File: config.mk
export PLATFORM = sky130hd
export DESIGN_NAME = sram_c_ctrl_flat
export DESIGN_NICKNAME = d
export VERILOG_FILES = /design/src/rtl/npu_sram_pkg.sv /design/src/rtl/sram_c_ctrl_if.sv /design/src/rtl/rr_arb2.sv /design/src/rtl/sram_c_ctrl.sv /design/src/flat_wrapper.sv
export SDC_FILE = /design/constraint.sdc
export NUM_CORES = 1
export LEC_CHECK = 0
export ABC_CLOCK_PERIOD_IN_PS = 2100
export CORE_UTILIZATION = 32
export CTS_BUF_LIST = sky130_fd_sc_hd__clkbuf_16
export DETAILED_ROUTE_END_ITERATION = 6
export PLACE_DENSITY = 0.88
export SETUP_SLACK_MARGIN = 0.5
export SLEW_MARGIN = 20
export SYNTH_ARGS = -nofsm -noshare
export SYNTH_HDL_FRONTEND = slang
export SYNTH_SLANG_ARGS = --single-unit
File: constraint.sdc
create_clock -name clk -period 2.1 [get_ports clk]
set_clock_uncertainty 0.1 [all_clocks]
set_input_delay 0.315 -clock clk [delete_from_list [all_inputs] [get_ports clk]]
set_output_delay 0.315 -clock clk [all_outputs]
set_load 0.01 [all_outputs]
File: src/rtl/npu_sram_pkg.sv
// Shared constants and enums for the NPU result-SRAM access controller.
package npu_sram_pkg;

   localparam int SRAM_C_ADDR_W = 10;
   localparam int SRAM_C_DATA_W = 8;
   localparam int SRAM_C_DEPTH  = 1024;

   typedef enum logic {CTRL_IDLE, CTRL_CLEAR} sram_ctrl_state_t;

   // Encoding doubles as the bit index into the arbiter req/gnt vectors.
   typedef enum logic {REQ_WB, REQ_HOST} req_id_t;

endpackage

File: src/rtl/sram_c_ctrl_if.sv
// Request/response bundle for the writeback and host paths into sram_c_ctrl.
interface sram_c_ctrl_if #(
   parameter int ADDR_W = 10,
   parameter int DATA_W = 8
);

   logic              wb_valid;
   logic              wb_ready;
   logic [ADDR_W-1:0] wb_addr;
   logic [DATA_W-1:0] wb_data;

   logic              host_valid;
   logic              host_ready;
   logic              host_we;
   logic [ADDR_W-1:0] host_addr;
   logic [DATA_W-1:0] host_wdata;
   logic              host_rvalid;
   logic [DATA_W-1:0] host_rdata;

   modport master (
      output wb_valid, wb_addr, wb_data,
      input  wb_ready,
      output host_valid, host_we, host_addr, host_wdata,
      input  host_ready, host_rvalid, host_rdata
   );

   modport slave (
      input  wb_valid, wb_addr, wb_data,
      output wb_ready,
      input  host_valid, host_we, host_addr, host_wdata,
      output host_ready, host_rvalid, host_rdata
   );

endinterface

File: src/rtl/rr_arb2.sv
// Two-way round-robin arbiter: on a tie the requester that was not granted last wins.
module rr_arb2
   import npu_sram_pkg::*;
(
   input  logic       clk,
   input  logic       rst_n,
   input  logic [1:0] req,
   input  logic       en,
   output logic [1:0] gnt
);

   req_id_t rr_last;

   always_comb begin
      gnt = 2'b00;
      if (en) begin
         case (req)
            2'b01:   gnt = 2'b01;
            2'b10:   gnt = 2'b10;
            2'b11:   gnt = (rr_last == REQ_HOST) ? 2'b01 : 2'b10;
            default: gnt = 2'b00;
         endcase
      end
   end

   // Resetting to HOST lets writeback win the very first tie.
   always_ff @(posedge clk or negedge rst_n) begin
      if (!rst_n) begin
         rr_last <= REQ_HOST;
      end else if (gnt[0]) begin
         rr_last <= REQ_WB;
      end else if (gnt[1]) begin
         rr_last <= REQ_HOST;
      end
   end

endmodule

File: src/rtl/sram_c_ctrl.sv
// Shares the result SRAM port between PE writeback and host access, and zero-fills
// the whole array on request.
module sram_c_ctrl
   import npu_sram_pkg::*;
#(
   parameter int                ADDR_W    = SRAM_C_ADDR_W,
   parameter int                DATA_W    = SRAM_C_DATA_W,
   parameter int                DEPTH     = SRAM_C_DEPTH,
   parameter logic [DATA_W-1:0] CLEAR_VAL = '0
) (
   input  logic              clk,
   input  logic              rst_n,
   sram_c_ctrl_if.slave      bus,
   input  logic              clear_start,
   output logic              clear_busy,
   output logic              clear_done,
   output logic              sram_ce,
   output logic              sram_we,
   output logic [ADDR_W-1:0] sram_addr,
   output logic [DATA_W-1:0] sram_din,
   input  logic [DATA_W-1:0] sram_dout
);

   localparam logic [ADDR_W-1:0] LAST_ADDR = ADDR_W'(DEPTH - 1);

   sram_ctrl_state_t  state, state_next;
   logic [ADDR_W-1:0] clear_cnt, clear_cnt_next;
   logic [1:0]        req, gnt;
   logic              arb_en;
   logic              rvalid_next;

   assign req = {bus.host_valid, bus.wb_valid};

   // rst_n gates the grant so the SRAM pins go quiet the moment reset asserts.
   assign arb_en = rst_n && (state == CTRL_IDLE) && !clear_start;

   rr_arb2 u_arb (
      .clk   (clk),
      .rst_n (rst_n),
      .req   (req),
      .en    (arb_en),
      .gnt   (gnt)
   );

   always_comb begin
      state_next      = state;
      clear_cnt_next  = clear_cnt;
      clear_done      = 1'b0;
      sram_ce         = 1'b0;
      sram_we         = 1'b0;
      sram_addr       = '0;
      sram_din        = '0;
      bus.wb_ready    = gnt[0];
      bus.host_ready  = gnt[1];
      rvalid_next     = gnt[1] && !bus.host_we;

      case (state)
         CTRL_IDLE: begin
            if (clear_start) begin
               state_next     = CTRL_CLEAR;
               clear_cnt_next = '0;
            end else if (gnt[0]) begin
               sram_ce   = 1'b1;
               sram_we   = 1'b1;
               sram_addr = bus.wb_addr;
               sram_din  = bus.wb_data;
            end else if (gnt[1]) begin
               sram_ce   = 1'b1;
               sram_we   = bus.host_we;
               sram_addr = bus.host_addr;
               sram_din  = bus.host_wdata;
            end
         end
         CTRL_CLEAR: begin
            sram_ce   = 1'b1;
            sram_we   = 1'b1;
            sram_addr = clear_cnt;
            sram_din  = CLEAR_VAL;
            // Terminate on compare so the counter never relies on wrapping.
            if (clear_cnt == LAST_ADDR) begin
               clear_done     = 1'b1;
               state_next     = CTRL_IDLE;
               clear_cnt_next = '0;
            end else begin
               clear_cnt_next = clear_cnt + 1'b1;
            end
         end
         default: begin
            state_next     = CTRL_IDLE;
            clear_cnt_next = '0;
         end
      endcase
   end

   always_ff @(posedge clk or negedge rst_n) begin
      if (!rst_n) begin
         state           <= CTRL_IDLE;
         clear_cnt       <= '0;
         bus.host_rvalid <= 1'b0;
      end else begin
         state           <= state_next;
         clear_cnt       <= clear_cnt_next;
         bus.host_rvalid <= rvalid_next;
      end
   end

   assign clear_busy     = (state == CTRL_CLEAR);
   assign bus.host_rdata = sram_dout;

endmodule

File: src/flat_wrapper.sv
// flat-port wrapper written by rule: the top's interface ports become plain ports
module sram_c_ctrl_flat import npu_sram_pkg::*;
#(
   parameter int                ADDR_W    = SRAM_C_ADDR_W,
   parameter int                DATA_W    = SRAM_C_DATA_W,
   parameter int                DEPTH     = SRAM_C_DEPTH,
   parameter logic [DATA_W-1:0] CLEAR_VAL = '0
)
  (clk, rst_n, clear_start, clear_busy, clear_done, sram_ce, sram_we, sram_addr, sram_din, sram_dout, bus_wb_valid, bus_wb_addr, bus_wb_data, bus_wb_ready, bus_host_valid, bus_host_we, bus_host_addr, bus_host_wdata, bus_host_ready, bus_host_rvalid, bus_host_rdata);
  sram_c_ctrl_if #(.ADDR_W(ADDR_W), .DATA_W(DATA_W)) bus_i ();
  input  logic clk;
  input  logic rst_n;
  input  logic clear_start;
  output logic clear_busy;
  output logic clear_done;
  output logic sram_ce;
  output logic sram_we;
  output logic [ADDR_W-1:0] sram_addr;
  output logic [DATA_W-1:0] sram_din;
  input  logic [DATA_W-1:0] sram_dout;
  input wire logic [$bits(bus_i.wb_valid)-1:0] bus_wb_valid;
  input wire logic [$bits(bus_i.wb_addr)-1:0] bus_wb_addr;
  input wire logic [$bits(bus_i.wb_data)-1:0] bus_wb_data;
  output wire logic [$bits(bus_i.wb_ready)-1:0] bus_wb_ready;
  input wire logic [$bits(bus_i.host_valid)-1:0] bus_host_valid;
  input wire logic [$bits(bus_i.host_we)-1:0] bus_host_we;
  input wire logic [$bits(bus_i.host_addr)-1:0] bus_host_addr;
  input wire logic [$bits(bus_i.host_wdata)-1:0] bus_host_wdata;
  output wire logic [$bits(bus_i.host_ready)-1:0] bus_host_ready;
  output wire logic [$bits(bus_i.host_rvalid)-1:0] bus_host_rvalid;
  output wire logic [$bits(bus_i.host_rdata)-1:0] bus_host_rdata;
  assign bus_i.wb_valid = bus_wb_valid;
  assign bus_i.wb_addr = bus_wb_addr;
  assign bus_i.wb_data = bus_wb_data;
  assign bus_wb_ready = bus_i.wb_ready;
  assign bus_i.host_valid = bus_host_valid;
  assign bus_i.host_we = bus_host_we;
  assign bus_i.host_addr = bus_host_addr;
  assign bus_i.host_wdata = bus_host_wdata;
  assign bus_host_ready = bus_i.host_ready;
  assign bus_host_rvalid = bus_i.host_rvalid;
  assign bus_host_rdata = bus_i.host_rdata;
  sram_c_ctrl #(.ADDR_W(ADDR_W), .DATA_W(DATA_W), .DEPTH(DEPTH), .CLEAR_VAL(CLEAR_VAL)) u_core (.clk(clk), .rst_n(rst_n), .bus(bus_i), .clear_start(clear_start), .clear_busy(clear_busy), .clear_done(clear_done), .sram_ce(sram_ce), .sram_we(sram_we), .sram_addr(sram_addr), .sram_din(sram_din), .sram_dout(sram_dout));
endmodule
==> summary.txt <==
Routing
  – Post-Route WL: between 3000 and 4000 µm
  – Final ANT Viol Nets: 0
  – Wirelength per Cell: about 17 µm
  – Number of DRC markers in iteration 0: 95
  – Vias per cell: 5.58
  – DRC violations left: 2
  – Pre-antenna DRT Iters: 7
  – Vias: ~1200

Status
  – Outcome: finished with violations
  – Failing checks: design-rule violations, negative setup slack

Flow run
  – Max_cap viols: 0

Critical path
  – CP startpoint kind: flip-flop
  – WS Path Type: flip-flop to primary output
  – Worst-path fanout max: 12
  – Crit path DAT: 1.71 ns
  – CP Capture Type: primary output
  – Worst Path Required: between 1.5 and 2 ns

Power
  – Power Density: between 700 and 800 nW/µm²
  – Maximum vdd ir drop: ~0.00049 V
  – Leak: between 0.8 and 0.9 nW

Final layout
  – Final net count: approximately 240
  – ANT cells: 0
  – Final instance area: 1850 µm²
  – Fin cells: between 200 and 250
  – Post-layout util: 0.647
  – Share of post-route cells with drive strength above 1: 0.337
  – Synthesis-to-finish area growth: 84.0%
  – Highest-count cells in the layout ignoring fill and taps: clkdlybuf4s50_1 (38), buf_2 (18), buf_4 (15), inv_1 (13), a22o_1 (10)
  – Leading cell type in the layout, fill and taps excluded: clkdlybuf4s50_1

GRT
  – Antenna violations before repair: 0
  – First-pass GRT wire length: around 5600 µm
  – Largest net degree at the start of global routing: 24
  – Total grt overflow: 0
  – Global-route usage over all layers: 0.219
  – Vias in the first global route: between 1000 and 1500

Logic synthesis
  – Seq cells post-synth: 13
  – Post-Syn Instances: about 110
  – Warnings from Yosys: 0
  – Mapped cell area: 1000 µm²
  – Post-Syn Area per Cell: 8.88 µm²
  – Syn nets: 164
  – Distinct cells, synth: 36
  – Seq/Total Area, Yosys: 0.325

Timing
  – RSZ-0062 raised after global routing: yes
  – # setup viols final: 1
  – Fin Setup TNS: -0.0234 ns
  – Max Transition Viols Final: 0
  – Relative slew slack: 0.720
  – FMAX: between 400 and 500 MHz
  – Final Cycle Share: 1.01
  – Slack of the critical path: -0.0234 ns
  – Worst slew pin tran: 0.420 ns
  – Post-route minimum period: 2.12 ns
  – Endpoints failing hold: 0

Floorplan
  – IO Pins: a little over 80
  – Core region area: 2850 µm²
  – Site Rows: 19
  – Full die area: roughly 3400 µm²
  – Starting Density: 0.352
  – Die X-Extent: between 50 and 60 µm
  – Die Span Y: a little under 60 µm

Clocking
  – Depth of the CTS H-tree: 1
  – Maximum root-to-sink buffer count: 2
  – CTS root buf: clkbuf_16
  – CTS tree: done
  – Clock slew at reported path FFs: ~0.050 ns
  – Count of clock tree sinks: 13
  – Num CTS Buffers: 3
  – Post-CTS Hold Fix Bufs: 0
  – Worst-Skew Late Latency: around 0.24 ns

Placed design
  – Post-detail-place hpwl: ~2600 µm
  – Placed Cells: 204
  – Placed inst area: ~1700 µm²
  – GPL Wtd Cong: slightly below 0.9
  – Worst slack, placed: -0.459 ns
  – Port bufs: 66

Worst hold path
  – Hold WC Path Type: input pin to async pin
-- registers in the layout, indices dropped and copies added (netlist names) --
signal                  flops
u_core.u_arb.rr_last        1
u_core.clear_busy           1
u_core.bus.host_rvalid      1
u_core.clear_cnt           10
-- cell families after synthesis --
group,Yosys count,synth area share
xor+xnor,3,0.0262
buf+inv,28,0.153
flops,13,0.325
simple gates,29,0.152
compound gates,38,0.320
fa+ha+maj,1,0.0125
mux,1,0.00998
-- path summary, 6_finish.rpt --
path | from | end | slack [ns] | cells past startpoint
min in group clk | u_core.u_arb.rr_last$_DFFE_PN1P_ | u_core.u_arb.rr_last$_DFFE_PN1P_ | 0.40 | 2
max reg2reg | u_core.clear_cnt[1]$_DFFE_PN0P_ | u_core.clear_cnt[3]$_DFFE_PN0P_ | 0.51 | 6
min | rst_n | u_core.clear_cnt[5]$_DFFE_PN0P_ | 0.21 | 2
max | u_core.u_arb.rr_last$_DFFE_PN1P_ | sram_addr[7] | -0.02 | 6
max in group asynchronous | rst_n | u_core.u_arb.rr_last$_DFFE_PN1P_ | 1.45 | 2
min reg2reg | u_core.u_arb.rr_last$_DFFE_PN1P_ | u_core.u_arb.rr_last$_DFFE_PN1P_ | 0.40 | 2
-- timing repair --
action | 4_1_cts | 5_1_grt
setup endpoints to repair | 31 | 29
gates resized for setup | 111 | 9
buffers inserted | 7 | 4
cloned | 1 | 1
pin swaps | 15 | 13
-- Yosys cell counts, drive strengths merged --
cell type  count  area share
o2111a         1       0.020
buf           13       0.097
nor3           2       0.010
inv           13       0.049
a221o          2       0.020
or3            1      0.0062
and4           3       0.026
dfrtp         12        0.30
xor2           3       0.026
mux2i          1       0.010
nor4b          1      0.0087
a21o           2       0.015
dfstp          1       0.026
ha             1       0.012
a211o          1      0.0087
a22o          10       0.087
o21ai          6       0.030
clkbuf         2      0.0075
a31oi          1       0.012
o21bai         1      0.0075
nor2           5       0.021
a31o           1      0.0087
nand4          1      0.0062
o22ai          1      0.0062
a222oi         9       0.090
nor2b          1      0.0062
and3           1      0.0062
nand3          3       0.015
a21oi          3       0.015
nand2          9       0.034
and2           1      0.0062
or2            1      0.0062
-- power by group --
group          switching, mW  total [mW]  leakage (nW)  internal (mW)
sequential             0.105       0.435         0.154          0.330
combinational          0.240       0.569         0.668          0.329
clock                  0.112       0.364        0.0423          0.252
-- per-layer routing --
metal,vias to the layer above,GRT usage,wire length (µm)
li1,575,-,-
met1,594,0.274,1520
met2,55,0.384,2040
met3,9,0.0290,243
met4,0,0.0782,57
met5,-,0,0
-- worst max-delay path, cell delays in order (launching register included) --
cell and delay [ns]:
dfstp_2 0.55, nand2_1 0.06, and4_4 0.15, buf_12 0.14, a222oi_1 0.34, inv_1 0.07
buf_2 0.15
-- area by class of cell --
type	count	area, µm²
multi-input combinational	73	577
clock inverter	1	3.75
sequential	13	330
timing repair buffer	87	773
clock buffer	3	75.1
tap	31	38.8
inverter	13	48.8
fill	232	1010
-- through the flow --
stage          total power, mW  hold slack [ns]
2_1_floorplan            0.686          -0.0806
3_3_place_gp             0.978            0.378
3_5_place_dp              1.00            0.392
4_1_cts                   1.34            0.208
5_1_grt                   1.43            0.215
6_report                  1.37            0.212
Power figures use the tool's default switching activity.
==> variant, RTL diff (config.mk and constraints unchanged) <==
Make the reset (`rst_n`) synchronous in 2 clocked blocks.
--- a/src/rtl/rr_arb2.sv
+++ b/src/rtl/rr_arb2.sv
@@ -25,5 +25,5 @@
 
    // Resetting to HOST lets writeback win the very first tie.
-   always_ff @(posedge clk or negedge rst_n) begin
+   always_ff @(posedge clk) begin
       if (!rst_n) begin
          rr_last <= REQ_HOST;
--- a/src/rtl/sram_c_ctrl.sv
+++ b/src/rtl/sram_c_ctrl.sv
@@ -93,5 +93,5 @@
    end
 
-   always_ff @(posedge clk or negedge rst_n) begin
+   always_ff @(posedge clk) begin
       if (!rst_n) begin
          state           <= CTRL_IDLE;
Check against the original RTL: differs if rst_n is asserted again (counterexample within 4 cycles, from zero or initial values and one cycle with rst_n low); with rst_n held inactive, the same outputs for 10 cycles.
==> variant against the original RTL <==
- the run ends with design-rule violations left
- sequential cell count unchanged
- worst setup slack improved by 0.038 ns
- fmax increased by 1.8%
- area after synthesis decreased by 0.12%
- wire length increased by 14%
- design area increased by 5.6%
- critical path type unchanged
- non-clock buffer count increased by 5
Power is not compared: it rests on default switching activity, and its combinational part moved more than twofold at a synthesized area within 25%.
==> variant: results (changes against the original RTL) <==
stage,metric,value,unit,change
status,status,"complete, but fails checks",,unchanged
status,violated_checks,design-rule violations,,"was design-rule violations, negative setup slack"
global_route,first_global_vias,1332,,was 1161
worst_setup_path,path_delay_family,buffers and inverters,,was flip-flops
logic_synthesis,post_syn_instances,119,,was 113
cells_and_area,finalNonFillerCells,230,,was 221
logic_synthesis,synthTopCellsByCount,"sky130_fd_sc_hd__dfxtp_1, sky130_fd_sc_hd__buf_4, sky130_fd_sc_hd__a222oi_1, sky130_fd_sc_hd__inv_1, sky130_fd_sc_hd__nand2_1",,"was sky130_fd_sc_hd__inv_1, sky130_fd_sc_hd__dfrtp_1, sky130_fd_sc_hd__a22o_1"
detailed_routing,remaining_drc_errors,1,,was 2
place,post_dp_cell_area,0.001719,mm^2,was 0.001679 mm^2
worst_hold_path,min_path_type,flop to flop,,was input pin to asynchronous set/reset pin
logic_synthesis,post_synth_main_area_contributors,"sky130_fd_sc_hd__dfxtp_1, sky130_fd_sc_hd__a222oi_1, sky130_fd_sc_hd__buf_4",,"was sky130_fd_sc_hd__dfrtp_1, sky130_fd_sc_hd__a222oi_1, sky130_fd_sc_hd__a22o_1"
place,place_ws,-0.4917,ns,was -0.4586 ns
logic_synthesis,synth.lib_cells_used.distinct,40,,was 36
worst_setup_path,crit-reg2reg-launch,u_core.clear_cnt[0]$_SDFFE_PN0P_,,was u_core.clear_cnt[1]$_DFFE_PN0P_
global_route,grt_pass1_wl,6.334,mm,was 5.616 mm
logic_synthesis,synthesis.nets,170,,was 164
worst_setup_path,cp_slowest_stage_delay,0.36,ns,was 0.55 ns
place,place.detailed.hpwl,2.722,mm,was 2.637 mm
timing,final.period_utilization,99.30,%,was 101.1%
detailed_routing,detail_route.wirelength,4.426,mm,was 3.867 mm
place,place.gp.congestion,0.8134,,was 0.8727
worst_setup_path,critical_path.startpoint,u_core.u_arb.rr_last$_SDFFE_PN1P_,,was u_core.u_arb.rr_last$_DFFE_PN1P_
timing,maxSlewHeadroom,75.95,%,was 72.03%
logic_synthesis,synth_sequential_area_ratio,25.97,%,was 32.54%
worst_setup_path,crit_path_top_delay_cell,sky130_fd_sc_hd__a222oi_1,,was sky130_fd_sc_hd__dfstp_2
cells_and_area,drive_gt1_share,41.71,%,was 33.68%
-- variant: cell count changes after synthesis, sizes merged, moves of 2 or more --
cell and delta:
buf +2, nand3 +4, a221o -2, dfrtp -12, dfxtp +13, and4 -2, nand2b +2, nor3b +4
inv -3, xor2 -3, and3 +3, o31ai +2
-- variant: cells by family after synthesis --
kind of cell             count (synthesis)  share of synthesized area (%)
AO/OA/AOI/OAI                           38                          31.09
XOR/XNOR                                 1                         0.8741
adder cells (fa/ha/maj)                  1                          1.248
buffers and inverters                   26                          16.48
flip-flops                              13                          25.97
multiplexers                             2                          2.122
AND/OR/NAND/NOR                         38                          22.22
-- variant: final cells by class --
cell class | instances | area [um^2]
Clock inverter | 1 | 3.754
Clock buffer | 3 | 75.07
Inverter | 10 | 37.54
Multi-Input combinational cell | 80 | 671.9
Timing Repair Buffer | 92 | 848.3
Tap cell | 31 | 38.79
Fill cell | 177 | 902.1
Sequential cell | 13 | 275.3
-- variant: worst min-delay path by stage --
stage / from / endpoint / slack, ns / cells after the start
global placement: u_core.u_arb.rr_last$_SDFFE_PN1P_ / u_core.u_arb.rr_last$_SDFFE_PN1P_ / 0.38 / 2
global route: u_core.clear_cnt[6]$_SDFFE_PN0P_ / u_core.clear_cnt[6]$_SDFFE_PN0P_ / 0.40 / 1
CTS: u_core.clear_cnt[6]$_SDFFE_PN0P_ / u_core.clear_cnt[6]$_SDFFE_PN0P_ / 0.39 / 1
finish: u_core.clear_cnt[6]$_SDFFE_PN0P_ / u_core.clear_cnt[6]$_SDFFE_PN0P_ / 0.40 / 1
detailed placement: u_core.u_arb.rr_last$_SDFFE_PN1P_ / u_core.u_arb.rr_last$_SDFFE_PN1P_ / 0.39 / 2
floorplan: rst_n / u_core.u_arb.rr_last$_SDFFE_PN1P_ / 0.30 / 1
-- variant: what timing repair did --
item                                    in CTS  in global routing
endpoints found under the setup margin      25                 31
hold buffers                                 0                  0
endpoints found under the hold margin        0                  0
setup buffers                                5                  4
gates cloned                                 2                  1
resized for setup                          117                 23
pin swaps                                   16                 10
-- variant: report_power, final --
| group | total [uW] | internal [uW] | switching, uW |
|---|---|---|---|
| sequential | 257 | 252 | 5.00 |
| clock | 375 | 253 | 123 |
| combinational | 225 | 138 | 87.0 |
| total | 857 | 642 | 215 |
-- variant: layer usage --
metal	part of all wire, %	vias up	routed length (um)	track usage (%)
li1	-	610	-	-
met1	36	654	1597	25.79
met2	53	88	2336	46.96
met3	7.3	15	325	7.589
met4	3.8	0	166	12.59
met5	0	-	0	0
